**config.mk**
```make
export PLATFORM = sky130hd
export DESIGN_NAME = req_arbiter
export DESIGN_NICKNAME = d
export VERILOG_FILES = /design/src/rtl/arb_pkg.sv /design/src/rtl/arb_pick.sv /design/src/rtl/req_arbiter.sv
export SDC_FILE = /design/constraint.sdc
export NUM_CORES = 1
export LEC_CHECK = 0
export CAP_MARGIN = 20
export CORE_UTILIZATION = 52
export DETAILED_ROUTE_END_ITERATION = 8
export PLACE_DENSITY_LB_ADDON = 0.25
export SLEW_MARGIN = 20
export SYNTH_ARGS = -nofsm -noshare
export SYNTH_HDL_FRONTEND = slang
export SYNTH_SLANG_ARGS = --single-unit
export TNS_END_PERCENT = 20
```
**constraint.sdc**
```tcl
create_clock -name clk -period 2 [get_ports clk]
set_input_delay 0.4 -clock clk [delete_from_list [all_inputs] [get_ports clk]]
set_output_delay 0.4 -clock clk [all_outputs]
set_load 0.02 [all_outputs]
```
**src/rtl/arb_pkg.sv**
```systemverilog
// arb_pkg: shared state type, mode constants and helpers for req_arbiter
package arb_pkg;
    typedef enum logic [1:0] {IDLE, GRANT, HOLDOFF} arb_state_e;
    localparam logic ARB_FIXED = 1'b0;
    localparam logic ARB_RR = 1'b1;
    function automatic logic [3:0] onehot_to_idx(input logic [15:0] oh);
        logic [3:0] idx;
        idx = '0;
        for (int i = 0; i < 16; i++) if (oh[i]) idx = 4'(i);
        return idx;
    endfunction
endpackage

```
**src/rtl/arb_pick.sv**
```systemverilog
// arb_pick: combinational fixed/round-robin winner select; ARB_ONEHOT_CHECK_EN uses unique decisions
module arb_pick import arb_pkg::*; #(
    parameter int NUM_REQ = 4,
    localparam int IW = $clog2(NUM_REQ)
) (
    input  logic [NUM_REQ-1:0] req,
    input  logic [NUM_REQ-1:0] mask,
    input  logic [IW-1:0]      ptr,
    input  logic               mode,
    output logic [NUM_REQ-1:0] win,
    output logic [IW-1:0]      idx
);
    logic [NUM_REQ-1:0] cand;
    logic [IW-1:0] j;
    logic hit;
    int start;
    assign cand = req & ~mask;
    // scan from lowest priority to highest so the last hit is the winner
    always_comb begin
`ifdef ARB_ONEHOT_CHECK_EN
        unique if (mode == ARB_RR) start = int'(ptr) + 1;
        else start = 0;
`else
        start = (mode == ARB_RR) ? int'(ptr) + 1 : 0;
`endif
        hit = 1'b0;
        idx = '0;
        j = '0;
        for (int k = NUM_REQ - 1; k >= 0; k--) begin
            j = IW'((start + k) % NUM_REQ);
            if (cand[j]) begin
                hit = 1'b1;
                idx = j;
            end
        end
        win = hit ? NUM_REQ'(1) << idx : '0;
    end
endmodule

```
**src/rtl/req_arbiter.sv**
```systemverilog
// req_arbiter: fixed/round-robin arbiter with MAX_HOLD timeout; ARB_ONEHOT_CHECK_EN adds grant checks
module req_arbiter import arb_pkg::*; #(
    parameter int NUM_REQ = 4,
    parameter int MAX_HOLD = 8,
    parameter int CNT_W = $clog2(MAX_HOLD + 1)
) (
    input  logic                       clk,
    input  logic                       rst_n,
    input  logic [NUM_REQ-1:0]         req_i,
    input  logic                       rr_mode_i,
    output logic [NUM_REQ-1:0]         gnt_o,
    output logic                       gnt_valid_o,
    output logic [$clog2(NUM_REQ)-1:0] gnt_id_o,
    output logic                       timeout_o
);
    localparam int IW = $clog2(NUM_REQ);
    arb_state_e state;
    logic [CNT_W-1:0] cnt;
    logic [IW-1:0] ptr, idx;
    logic [NUM_REQ-1:0] mask, win;
    arb_pick #(.NUM_REQ(NUM_REQ)) u_pick (
        .req(req_i), .mask(mask), .ptr(ptr), .mode(rr_mode_i), .win(win), .idx(idx)
    );
    always_ff @(posedge clk) begin
        if (!rst_n) begin
            state <= IDLE;
            gnt_o <= '0;
            gnt_valid_o <= 1'b0;
            gnt_id_o <= '0;
            timeout_o <= 1'b0;
            cnt <= '0;
            ptr <= IW'(NUM_REQ - 1);
            mask <= '0;
        end else begin
            timeout_o <= 1'b0;
            case (state)
                IDLE: begin
                    mask <= '0;
                    cnt <= '0;
                    if (|win) begin
                        state <= GRANT;
                        gnt_o <= win;
                        gnt_valid_o <= 1'b1;
                        gnt_id_o <= idx;
                        ptr <= idx;
                        cnt <= CNT_W'(1);
                    end
                end
                GRANT: begin
                    // release wins over timeout when both land on the same cycle
                    if (!req_i[gnt_id_o] || cnt == CNT_W'(MAX_HOLD)) begin
                        state <= req_i[gnt_id_o] ? HOLDOFF : IDLE;
                        timeout_o <= req_i[gnt_id_o];
                        mask <= req_i[gnt_id_o] ? gnt_o : '0;
                        gnt_o <= '0;
                        gnt_valid_o <= 1'b0;
                        gnt_id_o <= '0;
                        cnt <= '0;
                    end else begin
                        cnt <= cnt + CNT_W'(1);
                    end
                end
                default: state <= IDLE;
            endcase
        end
    end
`ifdef ARB_ONEHOT_CHECK_EN
    always @(posedge clk) begin
        if (rst_n) begin
            assert ($onehot0(gnt_o)) else $error("%0t gnt_o not onehot0", $time);
            assert (state != IDLE || (win & ~req_i) == '0) else $error("%0t grant to idle requester", $time);
            assert (gnt_valid_o == |gnt_o) else $error("%0t gnt_valid_o inconsistent", $time);
            assert (onehot_to_idx(16'(gnt_o)) == 4'(gnt_id_o)) else $error("%0t gnt_id_o inconsistent", $time);
        end
    end
`endif
endmodule

```
Word level (Yosys, flattened, before mapping)
Index checks and enable logic that the tools add are counted.

Register bits: 20. Input bits: 7. Output and inout port bits: 8. Word-level logic and storage cells: 74.

Add/subtract/negate cells: 5. $lt $le $gt $ge: 5. Equal/unequal tests: 4. Shift operators: 1. Multiplexer cells: 39. Bitwise operators: 2. Reductions and logical operators: 10.

Operators by type and width (count): 4-bit 2-to-1 mux (6); 4-bit one-hot mux with 2 select lines (3); 2-bit 2-to-1 mux (10); 2-bit by 3-bit less-than comparator with 1-bit output (second input constant) (5); 1-bit 2-to-1 mux (12); 1-bit binary-select mux with 2-bit select (5); 2-bit one-hot mux with 2 select lines (2); 2-bit AND reduction (3); 3-bit AND reduction (2); 2-bit by 1-bit adder with 2-bit output (second input constant) (2); 2-bit adder (second input constant) (2); 4-bit by 1-bit adder with 4-bit output (second input constant) (1); 4-bit bitwise AND (1); 4-bit equality test (second input constant) (1); 2-bit inequality test (second input constant) (2); 4-bit NOT (1); 4-bit OR reduction (1); 1-bit by 2-bit left shift with 4-bit output (first input constant) (1); 2-bit by 1-bit equality test with 1-bit output (second input constant) (1); 2-bit logical NOT (1); 1-bit one-hot mux with 2 select lines (1); 2-bit nonzero test (1); 1-bit logical NOT (1); 1-bit logical OR (1).

Depth between registers and ports, before layout
Depth in word-level cells: 14. Gate-level depth with buffers: 7.

Cells and area by module
Synthesis repeated with hierarchy kept, for this count alone.

Cell total of the unflattened synthesis: 135. Area, all modules: 1123.6 um2.

Modules (own cells, without submodules): req_arbiter (times used 1, cells each 98, area each 887.1 um2); arb_pick (times used 1, cells each 37, area each 236.5 um2).

Worst setup path after synthesis
OpenSTA, ideal clock, no wires.

Path kind: reg-to-reg. Start point: reg gnt_id_o[1]. End point: reg gnt_o[2]. Library setup time: 0.117 ns. Data arrival time: 1.644 ns. Path slack: 0.240 ns. Stages on the path, launching flop included: 6. Path buffers: 0. Path through: dfxtp_1 -> mux4_2 -> nand2_2 -> nand2_1 -> and3_1 -> a22o_1.

Cells in the longest elaborated chain, start to end: 6.

Ends and longest elaborated chain: start, declared (line req_arbiter.sv:13) `output logic [$clog2(NUM_REQ)-1:0] gnt_id_o,`; start signal, assigned (line req_arbiter.sv:44) `gnt_id_o <= idx;`; 1-bit binary-select mux with 2-bit select (line req_arbiter.sv:51) `if (!req_i[gnt_id_o] || cnt == CNT_W'(MAX_HOLD)) begin`; 1-bit 2-to-1 mux (not written as such) (line req_arbiter.sv:51); 1-bit logical NOT (line req_arbiter.sv:51); 1-bit logical OR (line req_arbiter.sv:51); 2-bit inequality test (no source line); 3-bit AND reduction (no source line); end signal, assigned (line req_arbiter.sv:42) `gnt_o <= win;`; end, declared (line req_arbiter.sv:11) `output logic [NUM_REQ-1:0] gnt_o,`.

Every way passes these cells. The select of a mux whose other input is x is not followed. A chain may end at the register's enable or synchronous reset.

Worst setup path in the final report
Start point: in rr_mode_i. End point: reg gnt_o[2].

Cells in the longest elaborated chain, start to end: 13.

Ends and longest elaborated chain: start, declared (line req_arbiter.sv:10) `input logic rr_mode_i,`; 2-bit 2-to-1 mux (*) (line arb_pick.sv:24) `start = (mode == ARB_RR) ? int'(ptr) + 1 : 0;`; 2-bit by 1-bit adder with 2-bit output (line arb_pick.sv:30) `j = IW'((start + k) % NUM_REQ);`; 1-bit binary-select mux with 2-bit select (line arb_pick.sv:31) `if (cand[j]) begin`; 1-bit 2-to-1 mux (not written as such) (line arb_pick.sv:31); 2-bit 2-to-1 mux (4 in a row) (line arb_pick.sv:31); 1-bit by 2-bit left shift with 4-bit output (line arb_pick.sv:36) `win = hit ? NUM_REQ'(1) << idx : '0;`; 4-bit 2-to-1 mux (*) (line arb_pick.sv:36); 4-bit OR reduction (line req_arbiter.sv:40) `if (|win) begin`; 2-bit inequality test (no source line); 3-bit AND reduction (no source line).

Mark *: on every way between the ends. The rest lies on a longest branch, timed or not. The select of a mux whose other input is x is not followed.

==> metrics.txt <==
status finished, final reports clean; setup TNS 0 ps; shortest period the worst path allows approximately 1900 ps; CTS tree done; CTS Buffer Depth 2; htree depth 1; Final Cell Area approximately 1300 um^2; largest family of logic cells by synthesized area simple AND/OR/NAND/NOR gates; GRT Util Overall 0.254; unrepaired setup endpoints after global routing false; Pins Over Slew Limit 0; vias in the first global route ~830; CORE AREA around 1800 um^2; # rows 15; fmax around 0.53 GHz; DR pass1 iterations 4; layout cells sized above 1 0.203; post-synthesis xor/xnor area fraction 0; simple-gate portion of the synthesized area 0.287; Root Driver clkbuf_4; Critical Path RT ~2200 ps; Die Area approximately 2200 um^2; register area between 400 and 500 um^2; Starting DRT DRC Count 59; Worst Setup End Kind register; Yosys warnings 0; first-pass GRT wire length 3840 um; Unique masters post-synth 43; total clock sinks 20; crit path max fanout 4; flops & latches, synth 20; syn_nets 120; worst min-delay path category reg2reg; Post-layout nets around 150; Top Metal Used met4; Arr. time, crit path 2100 ps; Max Cap Viol 0; syn avg cell area 9.31 um^2; die height 46.6 um; Clock Skews 4.48 ps; Fill cells approximately 140; initial antenna violation count 0; Worst Max-Slew Pin Slew between 500 and 600 ps; register area share after synthesis 0.387; Clock Latency Late Sink 300 ps; PnR worst setup slack around 100 ps; synthesized area about 1000 um^2; Diodes inserted 0; Slew HR 0.641; Hold Fails Final Rpt 0; buffers plus inverters on the worst setup path 1; proportion of synthesized area in mux cells 0.0218; setup bufs post-CTS 0; # resized after CTS 0; fraction of registers with async set/reset 0; power density over cell area ~650 nW/um^2; drt wl/cell 15.8 um; Peak VDD IR 0.429 mV; Syn-to-layout area delta 26.9%; type of origin of the critical path primary input; io pins 15; WL met1 ~1200 um; Final period util 0.948; Final GP Congestion approximately 0.9; number of flops mapped to enable cells by yosys 0; largest net degree at the start of global routing 11; pre-CTS setup slack -284 ps; drt total wl approximately 2600 um; Crit path max-delay family compound AO/OA/AOI/OAI gates; placed cell area roughly 1300 um^2; via count 997; Syn Inst Count about 110; met3 wire length between 100 and 150 um; routed length on met2 about 1100 um; Synth Area in Compound Gates 0.249; adder-cell share of the synthesized area 0.0242; initial core utilization 0.574; TritonCTS Buffers 3; Critical-path top delay cell clkdlybuf4s50_1; Vias/cell 6.12; R2R Setup Slk around 250 ps; worst-path cell chain clkdlybuf4s50_1 > nor4bb_2 > o211ai_2 > a31oi_1 > nor3_1 > a22o_1; Worst-path clk slew ~100 ps; critical path class in2reg; DPL Wire Length approximately 1900 um; # setup viols final 0; ys flop type dfxtp_1; # DRC 0; chip width 46.6 um; hold_buf cts 0; Leak Pwr 0.000513 uW; IO Port Bufs 14; multi-input logic area 608 um^2; post-route ant nets 0; total gr overflow 0; slowest cell delay on critical path approximately 500 ps
-- routing by layer --
layer  vias to the layer above  GRT usage
li1                        472          -
met5                         -          0
met3                         8     0.0392
met1                       474      0.378
met2                        43      0.367
met4                         0     0.0882
-- cells in the mapped netlist (all sizes together) (2+ instances only) --
master	instances	area, um^2
or4	2	18.8
nor2	6	25.0
o21a	2	15.0
nand2b	3	18.8
nand3b	2	15.0
o31ai	2	33.8
inv	6	22.5
nand3	7	35.0
a31oi	3	33.8
o2bb2ai	2	17.5
o21ai	2	10.0
dfxtp	20	400
a22o	5	43.8
a21oi	7	35.0
and2b	2	15.0
nand2	10	40.0
nor3	5	35.0
nor2b	4	27.5
a21o	3	22.5
ha	2	25.0
nand4	2	12.5
-- worst min-delay path, cell delays in order, from the launching register on --
cell and delay (ps):
dfxtp_1 330, nand2_1 50, a21oi_1 50
-- flip-flops by register name (all words and copies together) (netlist names) --
name         flops
ptr              2
cnt              4
mask             4
gnt_o            4
gnt_id_o         2
timeout_o        1
state            2
gnt_valid_o      1
-- power breakdown --
part,switching (uW),leakage (uW),internal [uW]
logic,114,0.000336,108
clock network,114,0.0000138,70.2
registers,25.9,0.000164,420
total,253,0.000513,599
-- worst paths after layout --
kind                             startpoint  depth (start not counted)           to
worst min register to register  gnt_valid_o                          2  gnt_valid_o
worst max-delay path              rr_mode_i                          6     gnt_o[2]
worst max register to register  gnt_id_o[1]                          5     gnt_o[2]
worst min-delay path            gnt_valid_o                          2  gnt_valid_o
-- placed cells by master, fill, tap and decap left out, drive strengths merged, types with 2 or more instances in the layout --
master | Yosys | routed
a31oi | 3 | 3
ha | 2 | 2
o21a | 2 | 2
or4 | 2 | 2
clkbuf | 0 | 3
nor2b | 4 | 4
nand4 | 2 | 2
nand2 | 10 | 10
nand3b | 2 | 2
nand2b | 3 | 3
a21oi | 7 | 7
o21ai | 2 | 2
o31ai | 2 | 2
dfxtp | 20 | 20
nand3 | 7 | 7
inv | 6 | 6
clkdlybuf4s50 | 0 | 14
nor2 | 6 | 6
a22o | 5 | 5
a21o | 3 | 3
and2b | 2 | 2
nor3 | 5 | 5
o2bb2ai | 2 | 2
buf | 1 | 11
-- final cells by class --
cell class | count | share of cell area
multi-input combinational | 83 | 0.464
sequential | 20 | 0.305
timing repair buffer | 25 | 0.170
tap | 25 | 0.0239
inverter | 7 | 0.0200
clock buffer | 3 | 0.0172
-- stage by stage --
step | hold WS, ps | total power, uW | utilization | std cells
after floorplan | 456 | 571 | - | 111
after global placement | 442 | 664 | 0.712 | 160
after detailed placement | 462 | 671 | 0.712 | 160
after CTS | 477 | 853 | 0.724 | 163
after global routing | 502 | 889 | 0.728 | 163
final | 474 | 852 | 0.728 | 163
-- kinds of logic (layout without fill, tap and decap cells) --
family                   Yosys count  count (layout)
AO/OA/AOI/OAI                     30              30
AND/OR/NAND/NOR                   50              50
adder cells (fa/ha/maj)            2               2
buffers and inverters              8              35
multiplexers                       1               1
flip-flops                        20              20
Power figures use the tool's default switching activity.
